[src/rtl/fp_sgf_normalizer_pkg.sv]
// fp_sgf_normalizer_pkg: shared state encodings and format width constants for the normalizer
package fp_sgf_normalizer_pkg;
   typedef enum logic [1:0] {
      ST_IDLE = 2'd0,
      ST_NORM = 2'd1,
      ST_DONE = 2'd2
   } state_t;
   localparam int W_SGF_SP = 23;
   localparam int W_EXP_SP = 8;
   localparam int W_SGF_DP = 52;
   localparam int W_EXP_DP = 11;
endpackage

[src/rtl/fp_norm_shifter.sv]
// fp_norm_shifter: significand register with load, shift-left and shift-right by one
//   clk   in  clock
//   rst   in  synchronous active-low reset, clears the register
//   load  in  capture d (highest priority)
//   shr   in  shift right one, 0 into MSB
//   shl   in  shift left one, 0 into LSB
//   d     in  [W-1:0] value to load
//   q     out [W-1:0] current register contents
// Build option: STICKY_EN folds the bit shifted out on a right shift into bit 0.
module fp_norm_shifter #(
   parameter int W = 27
) (
   input  logic         clk,
   input  logic         rst,
   input  logic         load,
   input  logic         shr,
   input  logic         shl,
   input  logic [W-1:0] d,
   output logic [W-1:0] q
);
   logic [W-1:0] sr_q;
   always_ff @(posedge clk) begin
      if (!rst) sr_q <= '0;
      else if (load) sr_q <= d;
`ifdef STICKY_EN
      else if (shr) sr_q <= {1'b0, sr_q[W-1:2], sr_q[1] | sr_q[0]};
`else
      else if (shr) sr_q <= {1'b0, sr_q[W-1:1]};
`endif
      else if (shl) sr_q <= {sr_q[W-2:0], 1'b0};
   end
   assign q = sr_q;
endmodule

[src/rtl/fp_sgf_normalizer.sv]
// fp_sgf_normalizer: self-sequenced significand normalizer with exponent tracking and handshake
//   clk        in   clock
//   rst        in   synchronous active-low reset
//   in_valid   in   operand valid
//   in_ready   out  idle, operand can be accepted
//   sgf_in     in   [W_SGF+3:0] raw sum, bit W_SGF+3 carry, bit W_SGF+2 leading bit
//   exp_in     in   [W_EXP-1:0] biased exponent before normalization
//   out_valid  out  result valid, held until out_ready
//   out_ready  in   downstream accepts result
//   sgf_out    out  [W_SGF+2:0] normalized significand
//   exp_out    out  [W_EXP-1:0] adjusted biased exponent
//   zero_flag  out  significand was zero
//   ovf_flag   out  exponent reached all-ones
//   unf_flag   out  stopped at minimum exponent (denormal)
// Build option: STICKY_EN (passed to fp_norm_shifter) keeps a sticky bit on right shifts.
module fp_sgf_normalizer
   import fp_sgf_normalizer_pkg::*;
#(
   parameter int W_SGF = W_SGF_SP,
   parameter int W_EXP = W_EXP_SP
) (
   input  logic             clk,
   input  logic             rst,
   input  logic             in_valid,
   output logic             in_ready,
   input  logic [W_SGF+3:0] sgf_in,
   input  logic [W_EXP-1:0] exp_in,
   output logic             out_valid,
   input  logic             out_ready,
   output logic [W_SGF+2:0] sgf_out,
   output logic [W_EXP-1:0] exp_out,
   output logic             zero_flag,
   output logic             ovf_flag,
   output logic             unf_flag
);
   localparam int W = W_SGF + 4;
   localparam logic [W_EXP-1:0] EXP_MAX = '1;
   state_t           state_q;
   logic [W_EXP-1:0] er_q, er_inc, exp_q;
   logic [W-1:0]     sr;
   logic [W-2:0]     sgf_q;
   logic             in_ready_q, out_valid_q, zero_q, ovf_q, unf_q;
   logic             in_norm, load, shl, shr, is_zero, has_carry, has_lead, can_shl;
   assign is_zero   = sr == '0;
   assign has_carry = sr[W-1];
   assign has_lead  = sr[W-2];
   assign can_shl   = er_q > W_EXP'(1);
   assign er_inc    = er_q + W_EXP'(1);
   assign in_norm   = state_q == ST_NORM;
   assign load      = state_q == ST_IDLE && in_valid;
   assign shr       = in_norm && !is_zero && has_carry;
   assign shl       = in_norm && !is_zero && !has_carry && !has_lead && can_shl;
   fp_norm_shifter #(.W(W)) u_shifter (
      .clk  (clk),
      .rst  (rst),
      .load (load),
      .shr  (shr),
      .shl  (shl),
      .d    (sgf_in),
      .q    (sr)
   );
   always_ff @(posedge clk) begin
      if (!rst) begin
         state_q     <= ST_IDLE;
         in_ready_q  <= 1'b1;
         out_valid_q <= 1'b0;
         er_q        <= '0;
         sgf_q       <= '0;
         exp_q       <= '0;
         zero_q      <= 1'b0;
         ovf_q       <= 1'b0;
         unf_q       <= 1'b0;
      end else begin
         case (state_q)
            ST_IDLE: if (in_valid) begin
               er_q       <= exp_in;
               in_ready_q <= 1'b0;
               state_q    <= ST_NORM;
            end
            ST_NORM: begin
               if (is_zero) begin
                  sgf_q   <= '0;
                  exp_q   <= '0;
                  zero_q  <= 1'b1;
                  state_q <= ST_DONE;
               end else if (has_carry) begin
                  er_q <= er_inc;
                  // stop before the exponent could wrap past infinity
                  if (er_inc == EXP_MAX) begin
                     sgf_q   <= '0;
                     exp_q   <= EXP_MAX;
                     ovf_q   <= 1'b1;
                     state_q <= ST_DONE;
                  end
               end else if (has_lead) begin
                  sgf_q   <= sr[W-2:0];
                  exp_q   <= er_q;
                  state_q <= ST_DONE;
               end else if (can_shl) begin
                  er_q <= er_q - W_EXP'(1);
               end else begin
                  sgf_q   <= sr[W-2:0];
                  exp_q   <= '0;
                  unf_q   <= 1'b1;
                  state_q <= ST_DONE;
               end
            end
            // result registers settle on entry; out_valid follows one edge later
            ST_DONE: if (!out_valid_q) out_valid_q <= 1'b1;
               else if (out_ready) begin
                  out_valid_q <= 1'b0;
                  zero_q      <= 1'b0;
                  ovf_q       <= 1'b0;
                  unf_q       <= 1'b0;
                  in_ready_q  <= 1'b1;
                  state_q     <= ST_IDLE;
               end
            default: state_q <= ST_IDLE;
         endcase
      end
   end
   assign in_ready  = in_ready_q;
   assign out_valid = out_valid_q;
   assign sgf_out   = sgf_q;
   assign exp_out   = exp_q;
   assign zero_flag = zero_q;
   assign ovf_flag  = ovf_q;
   assign unf_flag  = unf_q;
endmodule

[config.mk]
export PLATFORM = sky130hd
export DESIGN_NAME = fp_sgf_normalizer
export DESIGN_NICKNAME = d
export VERILOG_FILES = /design/src/rtl/fp_sgf_normalizer_pkg.sv /design/src/rtl/fp_norm_shifter.sv /design/src/rtl/fp_sgf_normalizer.sv
export SDC_FILE = /design/constraint.sdc
export NUM_CORES = 1
export LEC_CHECK = 0
export ABC_AREA = 1
export BUFFER_PORTS_ARGS = -buffer_cell sky130_fd_sc_hd__buf_4
export CAP_MARGIN = 40
export CORE_MARGIN = 1.5
export CORE_UTILIZATION = 45
export DETAILED_ROUTE_END_ITERATION = 12
export PLACE_DENSITY = 0.76
export SYNTH_ARGS = -nofsm -noshare
export SYNTH_HDL_FRONTEND = slang
export SYNTH_SLANG_ARGS = --single-unit
export TNS_END_PERCENT = 30
[constraint.sdc]
create_clock -name clk -period 4.6 [get_ports clk]
set_input_delay 0.69 -clock clk [delete_from_list [all_inputs] [get_ports clk]]
set_output_delay 0.69 -clock clk [all_outputs]
set_load 0.01 [all_outputs]
-- Word level (Yosys, flattened, before mapping)
Cells that the tools add are included.
- add/sub/neg operators: 2
- order comparisons: 1
- equal/unequal tests: 19
- muxes and demuxes: 47
- reductions and logical operators: 22
- operators with widths (cell ; number):
    $mux 26 ; 5
    $mux 27 ; 3
    $mux 8 ; 10
    $logic_not 27->1 ; 1
    $mux 2 ; 8
    $pmux 8 s2 ; 1
    $mux 1 ; 15
    $ne 2x2->1 const B ; 7
    $reduce_and 5->1 ; 2
    $add 8x1->8 const B ; 1
    $eq 8x8->1 const B ; 1
    $gt 8x1->1 const B ; 1
    $pmux 1 s2 ; 4
    $reduce_and 4->1 ; 2
    $sub 8x1->8 const B ; 1
    $reduce_and 7->1 ; 1
    $logic_and 1x1->1 ; 6
    $ne 2x1->1 const B ; 3
    $pmux 2 s3 ; 1
    $reduce_and 6->1 ; 1
    $reduce_bool 2->1 ; 3
    $ne 5x3->1 const B ; 1
    $ne 4x2->1 const B ; 1
    $ne 4x4->1 const B ; 1
    other kinds (9) ; 11
- register bits: 76
- input bits: 39
- output and inout bits: 39
- word-level logic and storage cells: 101

-- Logic depth before layout (Yosys ltp)
Gate-level depths: netlist (run 1).
- depth after elaboration: 9
- mapped depth: 15
- gate-level depth less buffers: 14

-- Modules after synthesis
Synthesis (run 1) repeated with hierarchy kept, for this count alone.
- cell total of the unflattened synthesis: 608
- area, all modules: 4166.5 um^2
- by module, submodules not included (module ; instances ; cells each ; area an instance (um^2) ; sequential area each (um^2)):
    fp_sgf_normalizer ; 1 ; 376 ; 2586.2 ; 980.9
    fp_norm_shifter ; 1 ; 232 ; 1580.3 ; 540.5

-- Worst setup path before layout (run 1)
No wires, ideal clock.
- path kind: register to register
- start point: reg er_q[0]
- end point: reg er_q[1]
- library setup time: 133 ps
- data arrival time: 1825 ps
- required time: 4467 ps
- setup slack: 2642 ps
- stages on the path, launching flop included: 11
- path buffers: 1
- clock period less this slack: 1958 ps
- path through: dfxtp_1 -> inv_1 -> ha_1 -> or2_1 -> nand4_1 -> nand2_1 -> a21oi_1 -> nand2_2 -> inv_2 -> clkbuf_1 -> a21oi_1
- word-level cells in the longest chain between the ends: 6
- elaborated cells on any way between the ends: 10
- classes of those cells: add/sub: 2; order compare: 1; eq/ne: 1; mux: 5; reduce/logical: 1
- RTL lines (what ; line ; text):
    start, declared ; fp_sgf_normalizer.sv:39 ; logic [W_EXP-1:0] er_q, er_inc, exp_q;
    start signal, assigned ; fp_sgf_normalizer.sv:76 ; er_q <= exp_in;
    start signal, assigned ; fp_sgf_normalizer.sv:87 ; er_q <= er_inc;
    start signal, assigned ; fp_sgf_normalizer.sv:100 ; er_q <= er_q - W_EXP'(1);
    $sub 8x1->8 ; fp_sgf_normalizer.sv:100 ;
    $mux 8 ; fp_sgf_normalizer.sv:99 ; end else if (can_shl) begin
    $mux 8 ; fp_sgf_normalizer.sv:95 ; end else if (has_lead) begin
    $mux 8 ; fp_sgf_normalizer.sv:86 ; end else if (has_carry) begin
    $mux 8 ; fp_sgf_normalizer.sv:81 ; if (is_zero) begin
    $pmux 8 s2 ; fp_sgf_normalizer.sv:74 ; case (state_q)
Several ways; a longest one is shown, not always the timed one. The select of a mux whose other input is x is not followed.
A chain may end at the register's enable or synchronous reset.

-- Worst setup path after layout (run 1)
- start point: reg er_q[0]
- end point: reg sgf_q[10], in the netlist sgf_out[10]
- word-level cells in the longest chain between the ends: 4
- elaborated cells on any way between the ends: 6
- classes of those cells: add/sub: 1; order compare: 1; eq/ne: 3; reduce/logical: 1
- RTL lines (what ; line ; text):
    $add 8x1->8 ; fp_sgf_normalizer.sv:48 ; assign er_inc = er_q + W_EXP'(1);
    $eq 8x8->1 ; fp_sgf_normalizer.sv:89 ; if (er_inc == EXP_MAX) begin
    $ne 3x3->1 (no line) ; - ;
    $reduce_and 3->1 (no line) * ; - ;
    end signal, assigned ; fp_sgf_normalizer.sv:96 ; sgf_q <= sr[W-2:0];
    end signal, assigned ; fp_sgf_normalizer.sv:102 ; sgf_q <= sr[W-2:0];
    end, declared ; fp_sgf_normalizer.sv:41 ; logic [W-2:0] sgf_q;
Mark *: on every way between the ends. The rest lies on a longest branch, timed or not.

==> flow_summary.toml, run 1 <==
[run_status]
status = "completed"

[synthesis]
syn_nets = 691
synth-edff-count = 0
ys_top_cells_by_area = "dfxtp_1 (36%), nand2_1 (15%), o21ai_0 (8.0%)"
synth_top_area_share_pct = 36.3
yosys_most_used_dff = "dfxtp_1"
ys_seq_area_share_pct = 36.3
syn_area_per_cell_um2 = 6.47
async_reset_ff_share_pct = 0
yosys.cell_types.count = 33
synthCells = 648
yosysWarnings = 0
yosys-top-cells-count = "nand2_1 (166), dfxtp_1 (76), nor2_1 (72)"
yosys.area.top_type = "dfxtp_1"
ys_ff_latch = 76
synth.most_common_cell = "nand2_1"
syn_area_um2 = 4190

[finish]
area_delta_synth_final_pct = 18.4
drive_gt1_share_pct = 16.9
nNetsFinal = 741
antennaDiodeCount = 0

[power_and_ir_drop]
p_sw_mw = 0.849
comb_power_share_pct = 33.5
p_leak_nw = 2.20
internal_power_mw = 1.36
power_density_nw_per_um2 = 445
total_power_mw = 2.21
p_clk_share_pct = 25.2
peakVddDrop_mv = 0.165
p_seq_share_pct = 41.3
swShare_pct = 38.5

[setup_path]
arrival_ps = 3160
r2r_start = "er_q[0]$_SDFFE_PN0P_"
start_kind = "register"
end_kind = "register"
reg2reg_depth = 10
cp_max_fo = 31
critical_path_class = "reg -> reg"
required_ps = 4860
r2r-end = "sgf_out[10]$_SDFFE_PN0P_"
setup.worst_path.start = "er_q[0]$_SDFFE_PN0P_"
reg2reg_slack_ps = 1700

[timing]
finalHoldViolations = 0
rsz0062_at_grt = "false"
max_freq_ghz = 0.345
setup_viol = 0
final_max_slew_viol_count = 0
tightest_slew_ps = 677
maxSlewHeadroom_pct = 54.7
fin_worst_skew_ps = 5.47
holdWs_ps = 461
min_period_ps = 2900
setup-tns-final_ps = 0
post-route-period-util_pct = 63.0

[clock_tree]
ctsResizeCount = 0
cts_sinks = 76
cts.path.max_buffers = 2
root_buffer = "clkbuf_8"
htreeDepth = 3
clkLatencyLatePin_ps = 350
post_cts_buffers = 0
cts_buffers = 9
cts_tree = "yes"
clk_pin_slew_ps = 80
ctsHoldBuffers = 0

[floorplanning]
die_w_um = 99.5
rows = 35
io_pins = 78
initial_utilization_pct = 45.8
dieArea_um2 = 9910
die_height_um = 99.5
core_um2 = 9150

[detailed_routing]
drt_iter0_markers = 278
vias = 4356
antenna_left = 0
drt-total-wl_um = 11100
routedWlPerCell_um = 13.6
viasPerCell = 5.35
first_pass_iters = 4
drc_errors = 0

[grt]
grt_pass1_wl_um = 18700
overflow = 0
grt_max_degree = 57
grt_use_total_pct = 23.4
antenna_found_initial = 0
grt_pass1_vias = 3933

[worst_hold_path]
worstHoldPathCells = 2
holdCritPathClass = "reg -> reg"
holdPathEnd = "unf_flag$_SDFFE_PN0P_"
min_from = "unf_flag$_SDFFE_PN0P_"

[placement]
dpl.hpwl_um = 7920
place_congestion = 0.980
io_buffer_count = 77

[job]
maxCapViolCount = 0
metrics by stage:
step	setup WS [ps]	utilization [%]	cells	area (um2)
2_1_floorplan	2640	-	648	4190
3_3_place_gp	1730	51.6	797	4720
3_5_place_dp	1750	51.9	798	4750
4_1_cts	1750	54.2	814	4960
5_1_grt	1370	54.2	814	4960
6_report	1700	54.2	814	4960
how the worst max path moves through the flow:
stage,end,slack [ps]
4_1_cts,sgf_out[10]$_SDFFE_PN0P_,1750
2_1_floorplan,er_q[1]$_SDFFE_PN0P_,2640
5_1_grt,sgf_out[5]$_SDFFE_PN0P_,1370
6_report,sgf_out[10]$_SDFFE_PN0P_,1700
3_5_place_dp,sgf_out[10]$_SDFFE_PN0P_,1750
3_3_place_gp,sgf_out[9]$_SDFFE_PN0P_,1730
sequential cells by signal, summed over array words and instances (netlist names):
signal / count
zero_flag: 1
state_q: 2
u_shifter.q: 27
ovf_flag: 1
sgf_out: 26
in_ready: 1
er_q: 8
out_valid: 1
unf_flag: 1
exp_out: 8
per-layer routing:
layer | global-route usage, % | up-vias | part of all wire (%)
li1 | - | 2198 | -
met1 | 32.4 | 1978 | 47
met2 | 35.5 | 152 | 44
met3 | 4.15 | 28 | 6.5
met4 | 10.6 | 0 | 2.8
met5 | 0 | - | 0
layout make-up:
cell class / count / area (um2)
repair buffers: 81 / 628
well taps: 111 / 139
fillers: 874 / 4190
multi-input cells: 457 / 2190
inverters: 73 / 274
flip-flops and latches: 76 / 1520
clock inverters: 6 / 88.8
clock buffers: 10 / 128
cell families (layout without fill, tap and decap cells):
| family | after synthesis | count (layout) | share of synthesized area (%) |
|---|---|---|---|
| xor+xnor | 4 | 4 | 0.835 |
| flops | 76 | 76 | 36.3 |
| fa+ha+maj | 4 | 4 | 1.19 |
| buf+inv | 115 | 170 | 11.6 |
| simple gates | 300 | 300 | 30.4 |
| compound gates | 149 | 149 | 19.7 |
placed cells by master, fill, tap and decap left out, types with 5 or more instances in the layout:
| cell | synthesis | layout |
|---|---|---|
| nand2_1 | 166 | 166 |
| nor2_1 | 72 | 72 |
| dfxtp_1 | 76 | 76 |
| o21ai_0 | 67 | 67 |
| a21oi_1 | 52 | 52 |
| a31oi_1 | 5 | 5 |
| inv_1 | 66 | 66 |
| clkbuf_8 | 0 | 9 |
| nor3_1 | 5 | 5 |
| nand3_1 | 23 | 23 |
| o211ai_1 | 6 | 6 |
| buf_4 | 5 | 80 |
| a21oi_2 | 10 | 10 |
| nand4_1 | 23 | 23 |
critical path, cell delays in order (launching register included):
cell     delay (ps)
dfxtp_1         460
inv_1           140
ha_1            270
or2_1           240
nand4_1         160
nand3_1         520
nand3_2         560
buf_16          240
nand2_1          80
nand2_1          70
nor2_1           50
power by group through the flow:
stage / Combinational, mW / Sequential [mW] / Clock, mW
2_1_floorplan: 0.560 / 0.882 / 0
3_3_place_gp: 0.706 / 0.918 / 0
3_5_place_dp: 0.732 / 0.921 / 0
4_1_cts: 0.737 / 0.906 / 0.569
5_1_grt: 0.847 / 0.926 / 0.592
6_report: 0.740 / 0.911 / 0.558
(Power assumes the default switching activity.)
==> inputs of run 2 (changes only) <==
--- a/config.mk
+++ b/config.mk
@@ -5,7 +5,7 @@
 export SDC_FILE = /design/constraint.sdc
 export NUM_CORES = 1
 export LEC_CHECK = 0
-export ABC_AREA = 1
+export ABC_AREA = 0
 export BUFFER_PORTS_ARGS = -buffer_cell sky130_fd_sc_hd__buf_4
 export CAP_MARGIN = 40
 export CORE_MARGIN = 1.5
==> constraint.sdc (replaced) <==
create_clock -name clk -period 2.75 [get_ports clk]
set_input_delay 0.4125 -clock clk [delete_from_list [all_inputs] [get_ports clk]]
set_output_delay 0.4125 -clock clk [all_outputs]
set_load 0.01 [all_outputs]
==> flow_summary.toml, run 2 <==
[synthesis]
synth-simple-area-share_pct = 21.6
syn_area_per_cell_um2 = 8.26
ys_ff_latch = 76
synth_top_family_by_area = "simple AND/OR/NAND/NOR gates"
syn_area_um2 = 3960
synth_xor_area_share_pct = 0.442
yosys-top-cells-count = "nand2_1 (123), dfxtp_1 (76), mux2i_1 (43)"
async_reset_ff_share_pct = 0
synth.mux.area_fraction_pct = 12.0
synth_fa_ha_area_share_pct = 1.26
synth.most_common_cell = "nand2_1"
yosys.cell_types.count = 49
synth_top_area_share_pct = 38.4
syn_nets = 522
ys_top_cells_by_area = "dfxtp_1 (38%), nand2_1 (12%), mux2i_1 (11%)"
yosysWarnings = 0
synth-edff-count = 0
synth_compound_area_share_pct = 20.4
ys_seq_area_share_pct = 38.4
yosys_most_used_dff = "dfxtp_1"
synthCells = 479
yosys.area.top_type = "dfxtp_1"

[clock_tree]
cts.path.max_buffers = 2
cts_tree = "yes"
cts_buffers = 9
root_buffer = "clkbuf_8"
htreeDepth = 3
clk_pin_slew_ps = 80
ctsResizeCount = 0
ctsHoldBuffers = 0
cts_sinks = 76
post_cts_buffers = 0
clkLatencyLatePin_ps = 350

[run_status]
status = "completed"

[floorplanning]
io_pins = 78
core_um2 = 8640
die_height_um = 96.8
die_w_um = 96.8
dieArea_um2 = 9370
rows = 34
initial_utilization_pct = 45.8

[timing]
maxSlewHeadroom_pct = 47.1
rsz0062_at_grt = "false"
min_period_ps = 2410
finalHoldViolations = 0
setup_viol = 0
post-route-period-util_pct = 87.5
tightest_slew_ps = 794
max_freq_ghz = 0.416
final_max_slew_viol_count = 0
fin_worst_skew_ps = 9.50
setup-tns-final_ps = 0

[power_and_ir_drop]
p_leak_nw = 2.04
peakVddDrop_mv = 0.485
power_density_nw_per_um2 = 983

[placement]
place_congestion = 0.887
io_buffer_count = 77
dpl.hpwl_um = 6940
placed_cells = 641

[setup_path]
crit_cells = 8
cp_max_fo = 22
required_ps = 3010
crit_family = "compound AO/OA/AOI/OAI gates"
start_kind = "register"
reg2reg_depth = 8
end_kind = "register"
arrival_ps = 2670
crit_path_top_delay_cell = "dfxtp_1"
crit_buf_inv = 1
path_cells = "ha_1 -> nand2b_1 -> nor4_1 -> a21oi_1 -> o32ai_2 -> o21a_2 -> buf_4 -> mux2i_1"
critical_path_class = "reg -> reg"
slowest_delay_ps = 400

[worst_hold_path]
worstHoldPathCells = 3
holdCritPathClass = "in -> reg"

[detailed_routing]
drc_errors = 0
viasPerCell = 5.74
drt-total-wl_um = 10300
vias = 3763
routedWlPerCell_um = 15.6
drt_iter0_markers = 242
antenna_left = 0
first_pass_iters = 6

[finish]
final_common_cell = "nand2_1"
antennaDiodeCount = 0
drive_gt1_share_pct = 21.7
nNetsFinal = 587
area_delta_synth_final_pct = 21.8
largest_register_ffs = 27
final_cell_mix = "nand2_1 (123), buf_4 (94), dfxtp_1 (76), mux2i_1 (43), a21boi_1 (24)"
finalNonFillerCells = 656

[grt]
grt_max_degree = 85
antenna_found_initial = 0
grt_use_total_pct = 21.5
grt_pass1_vias = 3361
overflow = 0
grt_pass1_wl_um = 16400

[job]
maxCapViolCount = 0
[run 2: changes by cell type after synthesis, moves of 22 or more]
cell	previous run	this run
nand4_1	23	1
nor2_1	72	13
a21oi_1	52	20
inv_1	66	4
a21boi_1	0	24
nand2_1	166	123
mux2i_1	0	43
o21ai_0	67	8
[run 2: final timing paths]
check                          startpoint                           to  slack [ps]
setup / recovery     er_q[0]$_SDFFE_PN0P_     sgf_out[21]$_SDFFE_PN0P_         340
hold / removal                  sgf_in[9]  u_shifter.q[9]$_SDFFE_PN0P_         340
setup reg to reg     er_q[0]$_SDFFE_PN0P_     sgf_out[21]$_SDFFE_PN0P_         340
hold reg to reg   sgf_out[8]$_SDFFE_PN0P_      sgf_out[8]$_SDFFE_PN0P_         450
[run 2: where the power goes]
| part | internal (mW) | switching [mW] |
|---|---|---|
| clock | 0.601 | 0.408 |
| sequential | 1.34 | 0.350 |
| combinational | 0.868 | 1.18 |
| total | 2.81 | 1.94 |
[run 2: layout make-up]
type                       instances  area [um2]
clock buffer                      11         131
clock inverter                     4        98.8
tap                              108         135
sequential                        76        1520
timing repair buffer              94         706
multi-input combinational        359        2210
inverter                           4        15.0
fill                             804        3810
[run 2: per-stage QoR]
stage / instance area [um2] / power (mW) / utilization, % / worst slack [ps] / hold WS, ps
after global placement: 4590 / 3.68 / 53.2 / 462 / 441
after detailed placement: 4590 / 3.73 / 53.2 / 330 / 442
after floorplan: 3960 / 3.19 / - / 709 / 460
after CTS: 4820 / 4.74 / 55.8 / 307 / 325
final: 4820 / 4.74 / 55.8 / 344 / 340
after global routing: 4820 / 5.06 / 55.8 / 166 / 342
[run 2: logic make-up (layout without fill, tap and decap cells)]
logic type,count (synthesis),in the layout
AND/OR/NAND/NOR,188,188
AO/OA/AOI/OAI,118,118
flip-flops,76,76
multiplexers,47,47
buffers and inverters,44,113
adder cells (fa/ha/maj),4,4
XOR/XNOR,2,2
[run 2: metal layers]
layer	vias up	track usage (%)	wire [um]
met1	1780	30.0	4750
met2	127	33.0	4750
met5	-	0	0
met4	0	9.81	212
li1	1836	-	-
met3	20	2.96	544
[run 2: worst register-to-register path, cell delays in order, from the launching register on]
cell,delay (ps)
dfxtp_1,400
ha_1,300
nand2b_1,180
nor4_1,230
a21oi_1,100
o32ai_2,360
o21a_2,180
buf_4,320
mux2i_1,260
